**config.mk**
```make
export PLATFORM = sky130hd
export DESIGN_NAME = cv32e40p_hwloop_controller
export DESIGN_NICKNAME = d
export VERILOG_FILES = /design/src/rtl/cv32e40p_hwloop_controller.sv
export SDC_FILE = /design/constraint.sdc
export NUM_CORES = 1
export LEC_CHECK = 0
export BUFFER_PORTS_ARGS = -buffer_cell sky130_fd_sc_hd__buf_4
export CAP_MARGIN = 20
export CORE_AREA = 2 2 113 115
export DETAILED_ROUTE_END_ITERATION = 8
export DIE_AREA = 0 0 115 117
export PLACE_DENSITY = 0.64
export SLEW_MARGIN = 0
export SYNTH_ARGS = -nofsm -noshare
export SYNTH_HDL_FRONTEND = slang
export SYNTH_SLANG_ARGS = --single-unit
export TNS_END_PERCENT = 50
```
**constraint.sdc**
```tcl
create_clock -name clk -period 3.68 [get_ports clk]
set_input_delay 0.92 -clock clk [delete_from_list [all_inputs] [get_ports clk]]
set_output_delay 0.92 -clock clk [all_outputs]
set_load 0.05 [all_outputs]
```
**src/rtl/cv32e40p_hwloop_controller.sv**
```systemverilog
// Hardware-loop controller: matches the ID PC against loop end addresses, issues jump and decrement requests.
// Latency: a match in cycle T is visible on the outputs at T+1. Backpressure: the jump is held until jump_ack_i or flush_i.
// Optional taken-jump counter is enabled by defining CV32E40P_HWLP_JUMP_CNT_EN.
module cv32e40p_hwloop_controller #(
    parameter int N_REGS     = 2,
    parameter int N_REG_BITS = $clog2(N_REGS)
) (
    input  logic                 clk,
    input  logic                 rst,
    input  logic [31:0]          current_pc_i,
    input  logic                 id_valid_i,
    input  logic [N_REGS*32-1:0] hwlp_start_addr_i,
    input  logic [N_REGS*32-1:0] hwlp_end_addr_i,
    input  logic [N_REGS*32-1:0] hwlp_counter_i,
    input  logic                 jump_ack_i,
    input  logic                 flush_i,
    output logic                 hwlp_jump_o,
    output logic [31:0]          hwlp_targ_addr_o,
    output logic [N_REGS-1:0]    hwlp_dec_cnt_o,
    output logic [31:0]          hwlp_jump_cnt_o
);

    typedef enum logic [1:0] {IDLE, JUMP_PEND, EXIT} state_t;

    state_t              r_state, w_state_nxt;
    logic                r_jump, w_jump_nxt;
    logic [31:0]         r_targ, w_targ_nxt;
    logic [N_REGS-1:0]   r_dec, w_dec_nxt;
    logic                w_any;
    logic [N_REG_BITS-1:0] w_sel;
    logic [31:0]         w_sel_cnt;
    logic [31:0]         w_sel_start;

    // Scan from the highest index down so the innermost (lowest) match wins.
    always_comb begin
        w_any       = 1'b0;
        w_sel       = '0;
        w_sel_cnt   = '0;
        w_sel_start = '0;
        for (int k = N_REGS - 1; k >= 0; k--) begin
            if (id_valid_i && (current_pc_i == hwlp_end_addr_i[k*32 +: 32]) &&
                (hwlp_counter_i[k*32 +: 32] != 32'd0)) begin
                w_any       = 1'b1;
                w_sel       = N_REG_BITS'(k);
                w_sel_cnt   = hwlp_counter_i[k*32 +: 32];
                w_sel_start = hwlp_start_addr_i[k*32 +: 32];
            end
        end
    end

    always_comb begin
        w_state_nxt = r_state;
        w_jump_nxt  = r_jump;
        w_targ_nxt  = r_targ;
        w_dec_nxt   = '0;
        case (r_state)
            IDLE: begin
                if (w_any && !flush_i) begin
                    w_dec_nxt = N_REGS'(1) << w_sel;
                    if (w_sel_cnt == 32'd1) begin
                        w_state_nxt = EXIT;
                    end else begin
                        w_state_nxt = JUMP_PEND;
                        w_jump_nxt  = 1'b1;
                        w_targ_nxt  = w_sel_start;
                    end
                end
            end
            JUMP_PEND: begin
                if (flush_i || jump_ack_i) begin
                    w_state_nxt = IDLE;
                    w_jump_nxt  = 1'b0;
                end
            end
            // One idle cycle lets the register file apply the last decrement.
            EXIT:    w_state_nxt = IDLE;
            default: w_state_nxt = IDLE;
        endcase
    end

    always_ff @(posedge clk) begin
        if (rst) begin
            r_state <= IDLE;
            r_jump  <= 1'b0;
            r_targ  <= '0;
            r_dec   <= '0;
        end else begin
            r_state <= w_state_nxt;
            r_jump  <= w_jump_nxt;
            r_targ  <= w_targ_nxt;
            r_dec   <= w_dec_nxt;
        end
    end

    assign hwlp_jump_o      = r_jump;
    assign hwlp_targ_addr_o = r_targ;
    assign hwlp_dec_cnt_o   = r_dec;

`ifdef CV32E40P_HWLP_JUMP_CNT_EN
    logic [31:0] r_jump_cnt;
    logic        w_cnt_inc;

    assign w_cnt_inc = (r_state == JUMP_PEND) && jump_ack_i && !flush_i;

    always_ff @(posedge clk) begin
        if (rst) begin
            r_jump_cnt <= '0;
        end else if (w_cnt_inc && (r_jump_cnt != 32'hFFFF_FFFF)) begin
            r_jump_cnt <= r_jump_cnt + 32'd1;
        end
    end

    assign hwlp_jump_cnt_o = r_jump_cnt;
`else
    assign hwlp_jump_cnt_o = '0;
`endif

endmodule

```
======== After elaboration in Yosys (flattened, before gate mapping) ========
Cells that the tools add are included.
Widths: inputs -> output; s select.
operators by class
  add/subtract/negate cells ............... 0
  shift operators ......................... 1
  multiplexer cells ....................... 15
  $mul .................................... 0
  equality and inequality tests ........... 7
  divide/modulo/power cells ............... 0
  magnitude comparators ................... 0
  bitwise gates (word level) .............. 3
  reduce and logical (&&, ||, !) cells .... 15
operator list
  kind                 count
  $mux 32              4
  $eq 32x32->1         2
  $reduce_bool 32->1   2
  $eq 32x1->1 const B  1
  $mux 1               6
  $mux 2               3
  $ne 2x2->1 const B   3
  $logic_and 1x1->1    5
  $pmux 2 s2           1
  $reduce_and 4->1     1
  $not 1->1            3
  $reduce_and 3->1     1
  $reduce_or 3->1      1
  $eq 2x1->1 const B   1
  $logic_not 2->1      1
  $pmux 1 s2           1
  $reduce_and 2->1     1
  $reduce_bool 2->1    1
  $shl 1x1->2 const A  1
  $logic_not 1->1      1
  $logic_or 1x1->1     1
storage, ports and cells
  bits in latches ......................... 0
  RAM bits ................................ 0
  flip-flop bits (word level) ............. 37
  memory bits (read-only) ................. 0
  memories kept ........................... 0
  input bits .............................. 229

======== Depth between registers and ports, before layout ========
Gate-level depths: netlist of the first run.
  depth after elaboration ................. 9
  depth in mapped cells ................... 8

======== Least setup slack after synthesis of the first run ========
No wires, ideal clock.
  path type ............................... in2reg
  start ................................... in hwlp_end_addr_i[42]
  end ..................................... reg r_targ[0], in the netlist hwlp_targ_addr_o[0]
  stages .................................. 8
  library setup time ...................... 125 ps
  data required time ...................... 3,555 ps
  slack ................................... 855 ps
  arrival ................................. 2,699 ps
  cells stage by stage .................... xor2_1 > nand4bb_1 > nor4_1 > nand4_1 > or4b_1 > a21oi_2 > buf_2 > a31oi_1
on the way
  cells in the longest elaborated chain, start to end .. 8
  elaborated cells on any way between the ends .. 13
  those cells by class .................... eq/ne (2); mux (6); bitwise (1); reduce/logical (4)
RTL lines
  element                           line  text
  from (decl)                       13    input logic [N_REGS*32-1:0] hwlp_end_addr_i,
  $eq 32x32->1 *                    41    if (id_valid_i && (current_pc_i == hwlp_end_addr_i[k*32 +: 32]) &&
  $logic_and 1x1->1 * (2 in a row)  41
  $mux 32 (2 in a row)              41
  $eq 32x1->1                       60    if (w_sel_cnt == 32'd1) begin
  $not 1->1 (no line)               -
  $reduce_and 3->1 (no line)        -
  to (signal assigned)              90    r_targ <= w_targ_nxt;
  to (decl)                         27    logic [31:0] r_targ, w_targ_nxt;
Mark *: on every way between the ends. The rest lies on a longest branch, timed or not.
A chain may end at the register's enable or synchronous reset.

======== Final worst setup path of the first run ========
  start ................................... in hwlp_end_addr_i[32]
  end ..................................... reg r_targ[21], in the netlist hwlp_targ_addr_o[21]
Same word-level chain as after synthesis.

==> results of run 1 <==
==> flip-flops by register name, summed over array words and instances (netlist names) <==
| signal | flops |
|---|---|
| hwlp_jump_o | 1 |
| r_state | 2 |
| hwlp_dec_cnt_o | 2 |
| hwlp_targ_addr_o | 32 |
==> cell families (layout without fill, tap and decap cells) <==
group | after synthesis | count (layout) | synth area share (%)
AO/OA/AOI/OAI | 69 | 69 | 16.7
XOR/XNOR | 64 | 64 | 19.0
buffers and inverters | 49 | 277 | 11.2
flip-flops | 37 | 37 | 25.1
other | 1 | 32 | 0.127
AND/OR/NAND/NOR | 156 | 156 | 28.0
==> layer usage <==
| layer | GRT usage (%) | share of wire, % | vias to the layer above |
|---|---|---|---|
| met2 | 32.7 | 52 | 193 |
| met4 | 5.62 | 2.5 | 0 |
| met3 | 2.94 | 7.5 | 21 |
| li1 | - | - | 1810 |
| met1 | 19.2 | 38 | 1667 |
| met5 | 0 | 0 | - |
==> Yosys cell counts, types with 2 or more instances <==
cell | n | area share [%]
nor4_1 | 30 | 6.4
nor4_2 | 2 | 0.85
xor2_1 | 43 | 13
buf_2 | 3 | 0.51
and2_1 | 3 | 0.64
clkbuf_1 | 9 | 1.1
dfxtp_1 | 37 | 25
nor2_1 | 9 | 1.1
inv_1 | 2 | 0.25
or3_1 | 2 | 0.42
a31oi_1 | 33 | 7.0
nand3_1 | 6 | 1.0
a21oi_1 | 2 | 0.34
nor4b_1 | 3 | 0.89
or4b_1 | 3 | 1.0
nand2_1 | 67 | 8.5
nand4_1 | 13 | 2.8
o21bai_1 | 32 | 8.1
buf_6 | 3 | 1.1
xnor2_1 | 21 | 6.2
buf_4 | 32 | 8.1
nor3_1 | 8 | 1.4
==> path summary, 6_finish.rpt <==
path,start,endpoint,slack (ns),cells after the start
min,hwlp_jump_o,hwlp_jump_o,0.51,2
max reg2reg,r_state[0],hwlp_targ_addr_o[21],1.52,6
max,hwlp_end_addr_i[32],hwlp_targ_addr_o[21],0.70,9
min reg2reg,hwlp_jump_o,hwlp_jump_o,0.51,2
==> critical path: cells and delay by family <==
family	cells	cell delay, ns
buf+inv	2	0.34
xor+xnor	1	0.16
compound gates	3	0.54
simple gates	3	1.19
==> stage by stage <==
stage / power (mW) / hold slack (ns) / worst slack (ns)
5_1_grt: 1.34 / 0.542 / 0.558
3_5_place_dp: 0.808 / 0.509 / 0.434
4_1_cts: 1.30 / 0.518 / 0.714
3_3_place_gp: 0.805 / 0.477 / 0.487
2_1_floorplan: 0.600 / 0.479 / 0.855
6_report: 1.29 / 0.513 / 0.697
==> final cells by class <==
type                    count  area share (%)
clock buffers               7            2.77
well taps                 150            3.64
flip-flops and latches     37            14.4
repair buffers            267            39.4
inverters                   2           0.146
clock inverters             1           0.583
multi-input cells         321            39.1
==> power by group <==
group	internal, mW	switching [mW]	total (mW)
Clock	0.338	0.149	0.487
Sequential	0.401	0.000000000157	0.401
Combinational	0.207	0.191	0.398
Total	0.946	0.340	1.29
==> results.json, run 1 <==
{
  "maxCapViolations": 0,
  "cts_setup_buffers": 0,
  "cp-start-kind": "primary input",
  "vias": 3691,
  "max_freq_mhz": 335,
  "synth-seq-cells": 37,
  "yosysWarnings": 0,
  "slew_headroom_pct": 64.5,
  "post-route-period-util_pct": 81.1,
  "synth_edf_count": 0,
  "worst_slew_pin_slew_ns": 0.528,
  "place.gp.congestion": 0.892,
  "multi_input_area_mm2": 0.00202,
  "regArea_um2": 741,
  "vias_per_cell": 4.70,
  "ys.flop_type": "dfxtp_1",
  "start_util_pct": 24.0,
  "syn_inst": 376,
  "synth.distinct_cells": 35,
  "final_common_cell": "buf_4",
  "cts_buffer_depth": 2,
  "clock_skew_ns": 0.00419,
  "finalHoldViolations": 0,
  "cts-resized-gates": 0,
  "syn-cell-area_mm2": 0.00295,
  "outcome": "complete, no violations",
  "fillers": 1242,
  "clock_sinks": 37,
  "synth.avg_cell_area_um2": 7.86,
  "final_area_mm2": 0.00515,
  "grt_max_degree": 36,
  "totalWireLength_um": 12000,
  "antenna_found_initial": 0,
  "final_antenna_net_count": 0,
  "ios": 296,
  "irDropWorstVdd_mv": 0.172,
  "grt_pass1_wl_um": 18200,
  "ys_seq_area_share_pct": 25.1,
  "dieArea_mm2": 0.0135,
  "place_area_mm2": 0.00498,
  "track_usage_pct": 17.1,
  "clk_pin_slew_ns": 0.06,
  "final_cell_mix": "buf_4 (265), nand2_1 (67), xor2_1 (43)",
  "end_kind": "flip-flop",
  "drcViolationCount": 0,
  "power_leakage_nw": 2.40,
  "maxSlewViolCount": 0,
  "final_util_pct": 41.9,
  "syn_to_final_growth_pct": 74.5,
  "cts_hold_buf": 0,
  "instances_no_fill": 785,
  "grt_overflow": 0,
  "cp_slowest_stage_delay_ns": 0.58,
  "initialDrtViolationCount": 203,
  "drive_gt1_share_pct": 44.1,
  "required_ns": 3.88,
  "first_pass_iters": 6,
  "crit_fanout": 34,
  "fin_tns_setup_ns": 0,
  "critical_path_class": "primary input to flip-flop",
  "numCtsBuffers": 5,
  "grt_pass1_vias": 3778,
  "worst_path_max_delay_cell": "or4b_1",
  "antennaDiodeCount": 0,
  "clockRootBuffer": "clkbuf_16",
  "design.core.area_mm2": 0.0123,
  "die_h_um": 117,
  "powerDensity_mw_per_mm2": 250,
  "hpwl_um": 10300,
  "nNetsFinal": 863,
  "arrival_ns": 3.18,
  "std_cell_rows": 41,
  "cts_tree": "yes",
  "dp_cells": 777,
  "post_drt_wl_per_cell_um": 15.3,
  "port_buffers": 263,
  "die_w_um": 115,
  "clk_latency_ns": 0.27,
  "min_path_type": "flip-flop to flip-flop",
  "setup_viol": 0,
  "async_flop_share_pct": 0,
  "h-tree-depth": 2,
  "rsz0062_at_grt": "false",
  "crit_chain": "buf_4, xor2_1, nor4_1, nand4_1, or4b_1, o32ai_4, buf_12, o21bai_1, a31oi_1",
  "fin_crit_ns": 2.98
}
No activity file was read; power rests on OpenSTA's default activity.
==> inputs of run 2 (changes only) <==
Settings changed: ABC_AREA set to 1, CORE_AREA 2 2 113 115 to 2 2 116 118, DIE_AREA 0 0 115 117 to 0 0 118 120, PLACE_DENSITY 0.64 to 0.72.
Clock period 3.68 ns to 3.1 ns, I/O delays scaled along.
==> run 2 against run 1 <==
Via count increased by 51%. Combinational power increased by 46%. Largest power group is now combinational cells. Worst hold slack got worse by 0.050 ns. Global-route usage increased by 4.0 points. Critical path depth increased by 6. First-iteration DRC count increased by 92%. Power increased by 19%.
==> results.json, run 2 <==
{
  "crit_fanout": 33,
  "final_common_cell": "nand2_1",
  "worst_slew_pin_slew_ns": 0.871,
  "vias_per_cell": 4.38,
  "place.gp.congestion": 0.954,
  "regArea_um2": 741,
  "grt_pass1_vias": 5171,
  "ys_seq_area_share_pct": 17.8,
  "final_area_mm2": 0.00633,
  "die_w_um": 118,
  "required_ns": 3.31,
  "maxSlewViolCount": 0,
  "synth-xor-area-share_pct": 2.73,
  "cts_buffer_depth": 2,
  "async_flop_share_pct": 0,
  "first_pass_iters": 5,
  "power.total_mw": 1.54,
  "final_cell_mix": "nand2_1 (352), buf_4 (267), nor2_1 (153)",
  "finalHoldViolations": 0,
  "post-route-period-util_pct": 80.9,
  "outcome": "complete, no violations",
  "syn-cell-area_mm2": 0.00417,
  "cts_hold_buf": 0,
  "critical_path_class": "primary input to flip-flop",
  "multi_input_area_mm2": 0.00276,
  "std_cell_rows": 42,
  "clockRootBuffer": "clkbuf_16",
  "clock_sinks": 37,
  "max_freq_mhz": 399,
  "clk_pin_slew_ns": 0.05,
  "grt_pass1_wl_um": 24400,
  "synth_fa_ha_area_share_pct": 0,
  "slew_headroom_pct": 41.9,
  "min_path_type": "flip-flop to flip-flop",
  "synth-seq-cells": 37,
  "numCtsBuffers": 5,
  "final_antenna_net_count": 0,
  "maxCapViolations": 0,
  "cts_setup_buffers": 0,
  "ios": 296,
  "vias": 5575,
  "start_util_pct": 32.1,
  "largest_reg_flops": 32,
  "post_drt_wl_per_cell_um": 12.1,
  "cts-resized-gates": 0,
  "irDropWorstVdd_mv": 0.179,
  "fillers": 1424,
  "grt_max_degree": 35,
  "power_leakage_nw": 3.74,
  "drive_gt1_share_pct": 27.3,
  "synth_edf_count": 0,
  "cp_slowest_stage_delay_ns": 0.34,
  "port_buffers": 263,
  "rsz0062_at_grt": "false",
  "crit_family": "simple AND/OR/NAND/NOR gates",
  "instances_no_fill": 1273,
  "crit_chain": "buf_4, xnor2_1, nand2_1, nor2_1, nand3_1, nor2_1, nand2_2, clkinv_2, nand2_1, nand2_1, inv_2, nand2_4, buf_4, a21oi_1, nor2_1",
  "place_area_mm2": 0.00618,
  "drcViolationCount": 0,
  "arrival_ns": 2.72,
  "synth_area_leaders": "nand2_1 (32%), dfxtp_1 (18%), nor2_1 (14%)",
  "fin_crit_ns": 2.51,
  "synth.avg_cell_area_um2": 4.96,
  "powerDensity_mw_per_mm2": 243,
  "dp_cells": 1265,
  "cp-start-kind": "primary input",
  "dieArea_mm2": 0.0142,
  "synthMostInstantiatedCell": "nand2_1",
  "setup_viol": 0,
  "totalWireLength_um": 15400,
  "h-tree-depth": 2,
  "grt_overflow": 0,
  "syn_inst": 840,
  "synthTopCellsByCount": "nand2_1 (352), nor2_1 (153), inv_1 (102), dfxtp_1 (37), a21oi_1 (34)",
  "ys.flop_type": "dfxtp_1",
  "synth_top_area_share_pct": 31.7,
  "initialDrtViolationCount": 389,
  "cp_num_buf_inv": 4,
  "synth_area_leader_cell": "nand2_1",
  "track_usage_pct": 21.1,
  "nNetsFinal": 1325,
  "fin_tns_setup_ns": 0,
  "hpwl_um": 13200,
  "worst_path_max_delay_cell": "buf_4",
  "antenna_found_initial": 0,
  "cts_tree": "yes",
  "yosysWarnings": 0,
  "syn_to_final_growth_pct": 51.9,
  "clock_skew_ns": 0.00462,
  "synth-compound-area-share_pct": 9.40,
  "synth_top_family_by_area": "simple AND/OR/NAND/NOR gates",
  "clk_latency_ns": 0.27,
  "end_kind": "flip-flop",
  "final_util_pct": 48.7,
  "antennaDiodeCount": 0,
  "synth.area.mux_share_pct": 0,
  "design.core.area_mm2": 0.0130,
  "synth.distinct_cells": 28,
  "synth-simple-area-share_pct": 51.2,
  "die_h_um": 120
}
==> run 2: power breakdown <==
group | leakage, nW | internal (mW) | switching (mW) | total [mW]
clock network | 0.0696 | 0.294 | 0.185 | 0.479
registers | 0.298 | 0.476 | 0.00000000192 | 0.476
logic | 3.37 | 0.270 | 0.311 | 0.581
==> run 2: metrics by stage <==
step                setup WS, ns  hold slack, ns
floorplan                  0.923           0.492
global placement           0.325           0.446
detailed placement         0.335           0.458
CTS                        0.607           0.465
global route               0.382           0.500
finish                     0.591           0.463
==> run 2: area by class of cell <==
| class | count | area share (%) |
|---|---|---|
| Clock buffer | 5 | 1.98 |
| Clock inverter | 3 | 0.277 |
| Inverter | 117 | 6.96 |
| Multi-Input combinational cell | 667 | 43.6 |
| Sequential cell | 37 | 11.7 |
| Tap cell | 176 | 3.48 |
| Timing Repair Buffer | 268 | 32.0 |
==> run 2: path summary, 6_finish.rpt <==
path                         start              endpoint  slack, ns  cells past startpoint
setup / recovery  current_pc_i[24]  hwlp_targ_addr_o[15]       0.59                     15
hold reg to reg        hwlp_jump_o           hwlp_jump_o       0.46                      2
hold / removal         hwlp_jump_o           hwlp_jump_o       0.46                      2
setup reg to reg        r_state[0]  hwlp_targ_addr_o[29]       1.74                      6
==> run 2: layer usage <==
metal | up-vias | GRT usage (%) | routed length [µm]
li1 | 2964 | - | -
met1 | 2375 | 25.4 | 6390
met2 | 208 | 39.1 | 7710
met3 | 28 | 3.28 | 896
met4 | 0 | 5.65 | 403
met5 | - | 0 | 0
==> run 2: tightest hold or removal path, delay by kind of cell, from the launching register on <==
kind	cells	cell delay [ns]
AND/OR/NAND/NOR	1	0.06
AO/OA/AOI/OAI	1	0.05
flip-flops	1	0.31
==> run 2: logic make-up (layout without fill, tap and decap cells) <==
group                  after synthesis  in the layout
AND/OR/NAND/NOR                    545            545
flip-flops                          37             37
AO/OA/AOI/OAI                       77             77
XOR/XNOR                            13             13
other                                1             32
buffers and inverters              167            393
